==> config.mk <==
export PLATFORM = sky130hd
export DESIGN_NAME = alu_4bit_arb
export DESIGN_NICKNAME = d
export VERILOG_FILES = /design/src/rtl/alu_4bit_arb.sv
export SDC_FILE = /design/constraint.sdc
export NUM_CORES = 1
export LEC_CHECK = 0
export BUFFER_PORTS_ARGS = -buffer_cell sky130_fd_sc_hd__clkbuf_2
export CAP_MARGIN = 20
export CORE_MARGIN = 2
export CORE_UTILIZATION = 35
export DETAILED_ROUTE_END_ITERATION = 8
export SLEW_MARGIN = 5
export SYNTH_ARGS = -nofsm -noshare
export SYNTH_HDL_FRONTEND = slang
export SYNTH_SLANG_ARGS = --single-unit
==> constraint.sdc <==
create_clock -name clk -period 3.6 [get_ports clk]
set_clock_uncertainty 0.05 [all_clocks]
set_input_delay 0.36 -clock clk [delete_from_list [all_inputs] [get_ports clk]]
set_output_delay 0.36 -clock clk [all_outputs]
set_load 0.005 [all_outputs]
==> src/rtl/alu_4bit_arb.sv <==
// alu_4bit_arb: round-robin arbiter sharing one combinational alu_4bit
// between two requesters, with a single-entry registered response slot.
//
// Ports
//   clk, rst_n                 clock, async active-low reset
//   reqN_valid/ready           requester N handshake (ready is the grant)
//   reqN_x, reqN_y, reqN_sel   requester N operands and opcode
//   rsp_valid/ready            response slot handshake
//   rsp_out, rsp_cout,
//   rsp_zero, rsp_id           registered ALU result and issuing requester
//   op_cnt0, op_cnt1           accepted-response counters (wrap)
//
// alu_4bit (same file): combinational 4-bit ALU.
//   ADD: Cout = carry out. SUB: Cout = borrow (X < Y). Logic ops: Cout = 0.
//   Zero = (ALU_Out == 0).

module alu_4bit (
  input  logic [3:0] X,
  input  logic [3:0] Y,
  input  logic [2:0] Sel,
  output logic [3:0] ALU_Out,
  output logic       Cout,
  output logic       Zero
);
  logic [4:0] res;

  always_comb begin
    res = 5'd0;
    case (Sel)
      3'b000:  res = {1'b0, X} + {1'b0, Y};
      3'b001:  res = {1'b0, X} - {1'b0, Y};  // bit 4 set on borrow
      3'b010:  res = {1'b0, X & Y};
      3'b011:  res = {1'b0, X | Y};
      3'b100:  res = {1'b0, X ^ Y};
      3'b101:  res = {1'b0, ~(X & Y)};
      3'b110:  res = {1'b0, ~(X | Y)};
      default: res = {1'b0, ~(X ^ Y)};
    endcase
  end

  assign ALU_Out = res[3:0];
  assign Cout    = res[4];
  assign Zero    = (res[3:0] == 4'd0);
endmodule

module alu_4bit_arb #(
  parameter int CNT_W = 8
) (
  input  logic             clk,
  input  logic             rst_n,
  input  logic             req0_valid,
  output logic             req0_ready,
  input  logic [3:0]       req0_x,
  input  logic [3:0]       req0_y,
  input  logic [2:0]       req0_sel,
  input  logic             req1_valid,
  output logic             req1_ready,
  input  logic [3:0]       req1_x,
  input  logic [3:0]       req1_y,
  input  logic [2:0]       req1_sel,
  output logic             rsp_valid,
  input  logic             rsp_ready,
  output logic [3:0]       rsp_out,
  output logic             rsp_cout,
  output logic             rsp_zero,
  output logic             rsp_id,
  output logic [CNT_W-1:0] op_cnt0,
  output logic [CNT_W-1:0] op_cnt1
);
  typedef struct packed {
    logic [3:0] x;
    logic [3:0] y;
    logic [2:0] sel;
  } req_t;

  typedef struct packed {
    logic [3:0] out;
    logic       cout;
    logic       zero;
    logic       id;
  } rsp_t;

  typedef enum logic {EMPTY, FULL} slot_e;

  req_t [1:0] req;
  logic [1:0] vld, gnt;
  req_t       alu_in;
  logic [3:0] alu_out;
  logic       alu_cout, alu_zero;
  slot_e      state, state_nxt;
  rsp_t       rsp_q;
  logic       last_id;
  logic       slot_free, any_gnt, rsp_accept;
  logic [CNT_W-1:0] cnt0_q, cnt1_q;

  assign req[0] = {req0_x, req0_y, req0_sel};
  assign req[1] = {req1_x, req1_y, req1_sel};
  assign vld    = {req1_valid, req0_valid};

  assign rsp_valid  = (state == FULL);
  assign slot_free  = !rsp_valid || rsp_ready;
  assign rsp_accept = rsp_valid && rsp_ready;

  // Grant is gated by rst_n so no requester sees ready while in reset.
  // On contention the requester that did not win last time goes first.
  always_comb begin
    gnt = 2'b00;
    if (rst_n && slot_free) begin
      if (&vld) gnt = last_id ? 2'b01 : 2'b10;
      else      gnt = vld;
    end
  end

  assign any_gnt    = |gnt;
  assign req0_ready = gnt[0];
  assign req1_ready = gnt[1];

  // Idle cycles steer requester 0 into the ALU; the result is not loaded.
  assign alu_in = gnt[1] ? req[1] : req[0];

  alu_4bit u_alu (
    .X       (alu_in.x),
    .Y       (alu_in.y),
    .Sel     (alu_in.sel),
    .ALU_Out (alu_out),
    .Cout    (alu_cout),
    .Zero    (alu_zero)
  );

  always_comb begin
    state_nxt = state;
    case (state)
      EMPTY:   if (any_gnt) state_nxt = FULL;
      FULL:    if (rsp_ready && !any_gnt) state_nxt = EMPTY;
      default: state_nxt = EMPTY;
    endcase
  end

  always_ff @(posedge clk or negedge rst_n) begin
    if (!rst_n) begin
      state   <= EMPTY;
      rsp_q   <= '0;
      last_id <= 1'b1;
      cnt0_q  <= '0;
      cnt1_q  <= '0;
    end else begin
      state <= state_nxt;
      if (any_gnt) begin
        rsp_q   <= '{out: alu_out, cout: alu_cout, zero: alu_zero, id: gnt[1]};
        last_id <= gnt[1];
      end
      // Counts the response leaving the slot, so it uses the old rsp_id
      // even when the slot reloads on the same edge.
      if (rsp_accept) begin
        if (rsp_q.id) cnt1_q <= cnt1_q + 1'b1;
        else          cnt0_q <= cnt0_q + 1'b1;
      end
    end
  end

  assign rsp_out  = rsp_q.out;
  assign rsp_cout = rsp_q.cout;
  assign rsp_zero = rsp_q.zero;
  assign rsp_id   = rsp_q.id;
  assign op_cnt0  = cnt0_q;
  assign op_cnt1  = cnt1_q;
endmodule

==> run_results.csv, run 1 <==
group,metric,value,unit
floorplanning,die_area,6350,µm²
critical_path,slowest_stage,"dlygate4sd3_1",
layout,drive_gt1_share,29.0,%
route,drtPass1Iterations,4,
sta,timing.final.ws_setup,0.244,ns
logic_synthesis,synthTopCellsByArea,"dfrtp_1, ha_1, xnor2_1",
logic_synthesis,async_flop_share,100,%
floorplanning,core,5510,µm²
sta,hold_viol_final,0,
placement,place_ws,0.305,ns
grt,grt_pass1_wl,8180,µm
grt,grt_max_degree,16,
critical_path,worstSetupPathType,"input pin to flip-flop",
logic_synthesis,yosysTopAreaCell,"dfrtp_1",
cts,clk_latency,0.27,ns
cts,postCtsSetupRepairBufs,0,
logic_synthesis,synth-edff-count,0,
placement,gp_congestion,0.895,
floorplanning,num_io_pins,53,
grt,grt-ovfl-total,0,
floorplanning,start_util,36.4,%
cts,clk_root_buffer_cell,"clkbuf_8",
critical_path,cp-start-kind,"input pin",
cts,h-tree-depth,1,
sta,fmax,0.298,GHz
sta,rsz0062_at_grt,"false",
layout,area_growth_syn_to_layout,22.2,%
floorplanning,num_rows,27,
layout,n_antenna_cell,0,
logic_synthesis,synth_cells,213,
route,drt_wl_total,4830,µm
sta,setup_viol,0,
critical_path,setup.worst_path.end_class,"flip-flop",
logic_synthesis,ys_warn_count,0,
sta,finalCriticalPeriod,3.36,ns
job,cap_violations,0,
logic_synthesis,ys_seq_area_share,31.3,%
critical_path,cpPeakStageDelay,0.54,ns
route,drt_iter0_drc,70,
cts,clockBufferDepth,2,
outcome,status,"finished clean",
logic_synthesis,ys_top_cells_by_count,"dfrtp_1, inv_1, nand2_1",
cts,path_clk_slew,0.09,ns
route,viasPerCell,5.18,
route,num_vias,1781,
critical_path,crit_required,3.76,ns
floorplanning,fp.dieH,79.7,µm
min_path,hp-class,"input pin to flip-flop",
critical_path,path_cells,"dlygate4sd3_1, clkbuf_2, a311o_1, and2_1, nor2_1, a31oi_1, xnor2_1, ha_1, nor2b_1, a221oi_1, o211ai_1, o311ai_1, and2_1, a32o_1",
cts,cts.sinks,25,
sta,timing.final.crit_share,93.2,%
power_and_ir_drop,power_density,417,nW/µm²
cts,numCtsBuffers,3,
sta,worst_pin_slew,0.869,ns
logic_synthesis,yosysUniqueCellTypes,49,
layout,stdcell_count,344,
power_and_ir_drop,cellLeakagePower,1.22,nW
logic_synthesis,syn_area,2000,µm²
grt,grt_pass1_vias,1786,
route,drtAntennaViolNets,0,
power_and_ir_drop,peakVddDrop,178,µV
floorplanning,die_w,79.7,µm
sta,maxSlewViolCount,0,
sta,setup-tns-final,0,ns
critical_path,cp.arrival,3.51,ns
logic_synthesis,yosysMostFrequentCell,"dfrtp_1",
placement,portBuffers,52,
critical_path,crit_fanout,13,
sta,maxSlewHeadroom,41.8,%
logic_synthesis,avgSynthCellArea,9.41,µm²
route,wl_per_cell,14.0,µm
cts,tritoncts,"built",
layout,nNetsFinal,314,
placement,dp.cells,339,
grt,antenna_found_initial,0,
logic_synthesis,synth_ff_type,"dfrtp_1",
placement,hpwl,4040,µm
logic_synthesis,synth_top_area_share,30.0,%
route,drcViolationCount,0,
grt,grt.total_usage,16.1,%
logic_synthesis,syn-num-nets,254,
logic_synthesis,synth-seq-cells,25,
critical_path,cpMostUsedCell,"and2_1",
## cells by family after synthesis
kind of cell / Yosys count / synth area share, %
mux: 20 / 11.6
xor+xnor: 19 / 8.30
buf+inv: 26 / 5.24
compound gates: 50 / 18.9
fa+ha+maj: 14 / 9.11
simple gates: 59 / 15.5
flops: 25 / 31.3
## state kept, by name (all words and copies together), names as in the netlist
name and cells:
last_id 1, op_cnt0 8, op_cnt1 8, rsp_cout 1, rsp_id 1, rsp_out 4
rsp_valid 1, rsp_zero 1
## final cells by class
class | instances | area, µm²
sequential | 25 | 627
multi-input combinational | 162 | 1280
tap | 72 | 90.1
clock inverter | 1 | 7.51
clock buffer | 3 | 41.3
inverter | 21 | 83.8
fill | 539 | 3060
timing repair buffer | 60 | 323
## layout by cell type, fill, tap and decap left out, types with 2 or more instances in the layout
cell / netlist / final
clkbuf_2: 0 / 52
mux2i_1: 12 / 11
nand2_1: 16 / 16
dfrtp_1: 24 / 24
nand2b_1: 5 / 5
buf_4: 0 / 7
nand4_1: 6 / 6
o22ai_1: 2 / 2
and3_1: 6 / 6
mux2_2: 6 / 6
a311o_1: 2 / 2
a31oi_1: 6 / 6
clkbuf_8: 0 / 3
o21ai_0: 8 / 8
inv_1: 20 / 20
nor2_1: 11 / 11
xnor2_1: 15 / 15
and4_1: 2 / 2
nor2b_1: 3 / 3
nand3_1: 5 / 5
and2_1: 3 / 3
a221oi_1: 2 / 2
o211ai_1: 3 / 3
o31ai_1: 2 / 2
a21oi_1: 7 / 7
xor2_1: 4 / 4
o221ai_1: 2 / 2
mux4_2: 2 / 2
ha_1: 13 / 13
## through the flow
| stage | utilization, % | power [mW] | hold slack [ns] | cell area, µm² |
|---|---|---|---|---|
| detailed placement | 43.3 | 0.861 | 0.198 | 2390 |
| finish | 44.5 | 1.02 | 0.348 | 2450 |
| global route | 44.5 | 1.11 | 0.370 | 2450 |
| CTS | 44.4 | 1.04 | 0.345 | 2440 |
| global placement | 43.3 | 0.857 | 0.199 | 2390 |
| floorplan | - | 0.688 | 0.0144 | 2000 |
## report_power, final
| part | switching (mW) | internal, mW |
|---|---|---|
| Combinational | 0.211 | 0.205 |
| Sequential | 0.0796 | 0.357 |
| Clock | 0.0903 | 0.0783 |
## critical path: cells and delay by family
family / cells / cell delay (ns)
AOI/OAI and AO/OA: 6 / 1.12
xor gates and xnor gates: 1 / 0.20
adders and majority gates: 1 / 0.30
buffers and inverters: 2 / 0.78
and+or+nand+nor: 4 / 0.76
## repair_timing
item	CTS	global route
hold buffers	1	0
resized for setup	0	1
endpoints found under the hold margin	2	0
setup endpoints to repair	0	1
## worst paths after layout
| path | start | endpoint | slack, ns | cells after the start |
|---|---|---|---|---|
| min in group asynchronous | rst_n | op_cnt0[0] | 0.46 | 2 |
| max in group asynchronous | rst_n | op_cnt0[4] | 2.56 | 3 |
| worst max-delay path | rst_n | rsp_zero | 0.24 | 14 |
| worst min register to register | op_cnt0[7] | op_cnt0[7] | 0.43 | 1 |
| worst max register to register | last_id | rsp_zero | 0.39 | 13 |
| worst min-delay path | req1_valid | last_id | 0.35 | 3 |
## metal layers
metal | GRT usage (%) | routed length [µm] | vias up
li1 | - | - | 893
met5 | 0 | 0 | -
met2 | 28.2 | 2270 | 55
met3 | 2.15 | 247 | 6
met1 | 20.9 | 2260 | 827
met4 | 3.79 | 55 | 0
Power figures use the tool's default switching activity.
==> run 2, diff against run 1 <==
--- a/config.mk
+++ b/config.mk
@@ -9,5 +9,9 @@
 export CAP_MARGIN = 20
+export CELL_PAD_IN_SITES_DETAIL_PLACEMENT = 0
+export CELL_PAD_IN_SITES_GLOBAL_PLACEMENT = 2
 export CORE_MARGIN = 2
-export CORE_UTILIZATION = 35
+export CORE_UTILIZATION = 32
 export DETAILED_ROUTE_END_ITERATION = 8
+export GPL_ROUTABILITY_DRIVEN = 0
+export PLACE_DENSITY_LB_ADDON = 0.1
 export SLEW_MARGIN = 5
--- a/constraint.sdc
+++ b/constraint.sdc
@@ -4,2 +4,2 @@
 set_output_delay 0.36 -clock clk [all_outputs]
-set_load 0.005 [all_outputs]
+set_load 0.01 [all_outputs]
==> run_results.csv, run 2 (synthesis results as in run 1) <==
group,metric,value,unit
sta,timing.final.crit_share,91.0,%
critical_path,cp.arrival,3.44,ns
job,cap_violations,0,
route,drtAntennaViolNets,0,
grt,antenna_found_initial,0,
cts,clockBufferDepth,2,
grt,grt-ovfl-total,0,
power_and_ir_drop,power,1.05,mW
sta,maxSlewHeadroom,44.4,%
sta,worst_pin_slew,0.831,ns
floorplanning,die_area,6910,µm²
route,drt_iter0_drc,87,
floorplanning,core,5990,µm²
cts,path_clk_slew,0.10,ns
route,wl_per_cell,14.5,µm
cts,numCtsBuffers,3,
critical_path,cp-start-kind,"flip-flop",
sta,rsz0062_at_grt,"false",
min_path,hp-class,"input pin to async pin",
placement,portBuffers,52,
floorplanning,num_io_pins,53,
route,drcViolationCount,0,
sta,setup-tns-final,0,ns
outcome,status,"finished clean",
floorplanning,die_w,83.1,µm
cts,tritoncts,"built",
route,drt_wl_total,5030,µm
route,viasPerCell,5.21,
route,num_vias,1802,
layout,nNetsFinal,313,
power_and_ir_drop,peakVddDrop,316,µV
sta,maxSlewViolCount,0,
cts,clk_latency,0.27,ns
floorplanning,num_rows,28,
layout,final_cell_mix,"clkbuf_2, dfrtp_1, inv_1",
cts,postCtsSetupRepairBufs,0,
sta,finalCriticalPeriod,3.27,ns
critical_path,crit_required,3.76,ns
layout,area_growth_syn_to_layout,21.7,%
layout,n_antenna_cell,0,
grt,grt_pass1_wl,8650,µm
placement,hpwl,4150,µm
floorplanning,start_util,33.5,%
sta,hold_viol_final,0,
sta,setup_viol,0,
critical_path,crit_fanout,7,
sta,timing.final.ws_setup,0.325,ns
power_and_ir_drop,cellLeakagePower,1.22,nW
power_and_ir_drop,power_density,429,nW/µm²
critical_path,worstSetupPathType,"flip-flop to flip-flop",
grt,grt.total_usage,15.1,%
cts,clk_root_buffer_cell,"clkbuf_8",
cts,cts_resized,0,
grt,grt_pass1_vias,1785,
layout,layout_commonest_cell,"clkbuf_2",
placement,place_ws,0.242,ns
cts,cts.sinks,25,
cts,h-tree-depth,1,
cts,cts_hold_buffers,0,
route,drtPass1Iterations,4,
critical_path,setup.worst_path.end_class,"flip-flop",
grt,grt_max_degree,18,
floorplanning,fp.dieH,83.1,µm
layout,fin_util,40.7,%
sta,fmax,0.305,GHz
layout,drive_gt1_share,28.8,%
==> run 2: cell count changes in the layout (fill, tap and decap cells not counted) <==
cell / delta
dlygate4sd3_1: -1
mux2i_1: +1
mux2i_2: -1
==> run 2: worst max-delay path, stage by stage, from the launching register on <==
cell and delay [ns]:
dfstp_2 0.59, a21boi_4 0.10, a311o_1 0.40, and2_1 0.25, nor2_1 0.21, nor2_1 0.08
xnor2_1 0.25, fa_1 0.47, a211o_1 0.28, a221oi_2 0.23, and2_1 0.17, a32o_1 0.15
==> run 2: power breakdown <==
group / internal [mW] / switching [mW] / total (mW)
clock: 0.0784 / 0.0897 / 0.168
combinational: 0.205 / 0.242 / 0.447
sequential: 0.357 / 0.0750 / 0.432
==> run 2: metrics by stage <==
step | area (µm²) | hold slack (ns) | instances
floorplan | 2000 | 0.0144 | 213
global placement | 2390 | 0.382 | 342
detailed placement | 2390 | 0.388 | 342
CTS | 2440 | 0.0868 | 346
global route | 2440 | 0.105 | 346
finish | 2440 | 0.0834 | 346
==> run 2: layer usage <==
metal | wire length, µm | GRT usage (%) | vias up
met2 | 2380 | 26.0 | 52
met4 | 88 | 4.92 | 0
met1 | 2380 | 20.0 | 846
met3 | 188 | 0.994 | 9
li1 | - | - | 895
met5 | 0 | 0 | -
==> run 2: layout make-up <==
class                   instances  area (µm²)
clock inverters                 1        7.51
multi-input cells             162        1270
fillers                       622        3550
flip-flops and latches         25         627
inverters                      21        83.8
repair buffers                 59         313
well taps                      75        93.8
clock buffers                   3        41.3
==> run 2: worst paths after layout <==
path                       slack (ns)       start  cells after the start         end
max reg2reg                      0.33     last_id                     11    rsp_zero
max in group asynchronous        3.16       rst_n                      2     last_id
min reg2reg                      0.42  op_cnt1[7]                      1  op_cnt1[7]
min                              0.08       rst_n                      2  op_cnt1[2]
min in group clk                 0.34  req1_valid                      3     last_id
max                              0.33     last_id                     11    rsp_zero
==> run 3, diff against run 2 <==
- BUFFER_PORTS_ARGS: -buffer_cell sky130_fd_sc_hd__clkbuf_2 -> -buffer_cell sky130_fd_sc_hd__buf_2
==> run_results.csv, run 3 (synthesis results as in run 1) <==
group,metric,value,unit
floorplanning,num_rows,28,
sta,timing.final.crit_share,91.0,%
layout,drive_gt1_share,28.5,%
sta,setup-tns-final,0,ns
critical_path,cp-start-kind,"flip-flop",
cts,postCtsSetupRepairBufs,0,
critical_path,crit_required,3.75,ns
grt,grt-ovfl-total,0,
power_and_ir_drop,cellLeakagePower,1.23,nW
route,drtAntennaViolNets,0,
power_and_ir_drop,power_density,429,nW/µm²
route,drtPass1Iterations,4,
cts,tritoncts,"built",
placement,portBuffers,52,
outcome,status,"finished clean",
min_path,hp-class,"input pin to async pin",
placement,hpwl,4150,µm
sta,worst_pin_slew,0.822,ns
sta,hold_viol_final,0,
critical_path,cpPeakStageDelay,0.60,ns
critical_path,worstSetupPathType,"flip-flop to flip-flop",
grt,grt_max_degree,29,
route,wl_per_cell,15.0,µm
critical_path,cp.arrival,3.43,ns
power_and_ir_drop,power,1.04,mW
route,drt_iter0_drc,48,
route,drcViolationCount,0,
layout,area_growth_syn_to_layout,21.2,%
critical_path,path_cells,"a21boi_4, a311o_1, and2_1, nor2_1, nor2_1, xnor2_1, fa_1, a211o_1, a221oi_2, and2_1, a32o_1",
floorplanning,core,5990,µm²
cts,cts.sinks,25,
cts,clk_root_buffer_cell,"clkbuf_8",
cts,h-tree-depth,1,
sta,fmax,0.305,GHz
floorplanning,fp.dieH,83.1,µm
sta,maxSlewViolCount,0,
job,cap_violations,0,
floorplanning,start_util,33.5,%
critical_path,slowest_stage,"dfstp_2",
sta,rsz0062_at_grt,"false",
layout,layout_commonest_cell,"buf_2",
route,num_vias,1764,
layout,nNetsFinal,312,
floorplanning,num_io_pins,53,
floorplanning,die_area,6910,µm²
route,drt_wl_total,5160,µm
power_and_ir_drop,peakVddDrop,239,µV
grt,antenna_found_initial,0,
cts,cts_hold_buffers,0,
cts,path_clk_slew,0.09,ns
cts,clk_latency,0.26,ns
cts,clockBufferDepth,2,
cts,cts_resized,0,
cts,numCtsBuffers,3,
layout,fill_cells,641,
sta,setup_viol,0,
critical_path,setup.worst_path.end_class,"flip-flop",
layout,final_cell_mix,"buf_2, dfrtp_1, inv_1",
grt,grt_pass1_vias,1763,
grt,grt_pass1_wl,8560,µm
route,viasPerCell,5.11,
sta,maxSlewHeadroom,45.0,%
floorplanning,die_w,83.1,µm
layout,n_antenna_cell,0,
critical_path,crit_fanout,7,
sta,finalCriticalPeriod,3.28,ns
grt,grt.total_usage,14.9,%
==> run 3: cell count changes in the layout (fill, tap and decap cells not counted), sizes merged <==
| cell | delta |
|---|---|
| clkbuf | -52 |
| clkinv | +1 |
| buf | +51 |
| clkinvlp | -1 |
==> run 3: metrics by stage <==
step	area, µm²	worst slack [ns]	std cells	hold WS (ns)	util [%]
CTS	2430	0.302	345	0.211	40.5
global route	2430	0.0574	345	0.240	40.5
global placement	2380	0.333	341	0.406	39.8
detailed placement	2380	0.318	341	0.412	39.8
finish	2430	0.324	345	0.199	40.5
floorplan	2000	0.520	213	0.0144	-
==> run 3: worst max-delay path, delay by kind of cell (launching register included) <==
| kind | cells | cell delay, ns |
|---|---|---|
| flip-flops | 1 | 0.60 |
| AO/OA/AOI/OAI | 5 | 1.16 |
| XOR/XNOR | 1 | 0.26 |
| AND/OR/NAND/NOR | 4 | 0.68 |
| adder cells (fa/ha/maj) | 1 | 0.47 |
==> run 3: worst paths after layout <==
path                             from  slack [ns]         end  depth (start not counted)
max in group asynchronous       rst_n        3.00     last_id                          2
min in group clk           req1_valid        0.34     last_id                          3
setup / recovery              last_id        0.32    rsp_zero                         11
hold reg to reg            op_cnt0[7]        0.42  op_cnt0[7]                          1
hold / removal                  rst_n        0.20  op_cnt0[7]                          2
setup reg to reg              last_id        0.32    rsp_zero                         11
==> run 3: per-layer routing <==
metal	part of all wire, %	vias to the layer above	track usage [%]
met1	46	825	18.9
met4	1.0	0	4.17
li1	-	894	-
met5	0	-	0
met3	3.7	4	1.59
met2	49	41	26.8
==> run 3: final cells by class <==
type / count / area [µm²] / area share [%]
Inverter: 21 / 83.8 / 3.45
Timing Repair Buffer: 58 / 305 / 12.6
Tap cell: 75 / 93.8 / 3.86
Clock buffer: 3 / 41.3 / 1.70
Clock inverter: 1 / 5.00 / 0.206
Sequential cell: 25 / 627 / 25.8
Multi-Input combinational cell: 162 / 1270 / 52.4
==> run 3: power by group <==
part,switching (mW),internal [mW],leakage (nW)
logic,0.241,0.206,0.883
clock network,0.0870,0.0773,0.0255
registers,0.0745,0.357,0.318
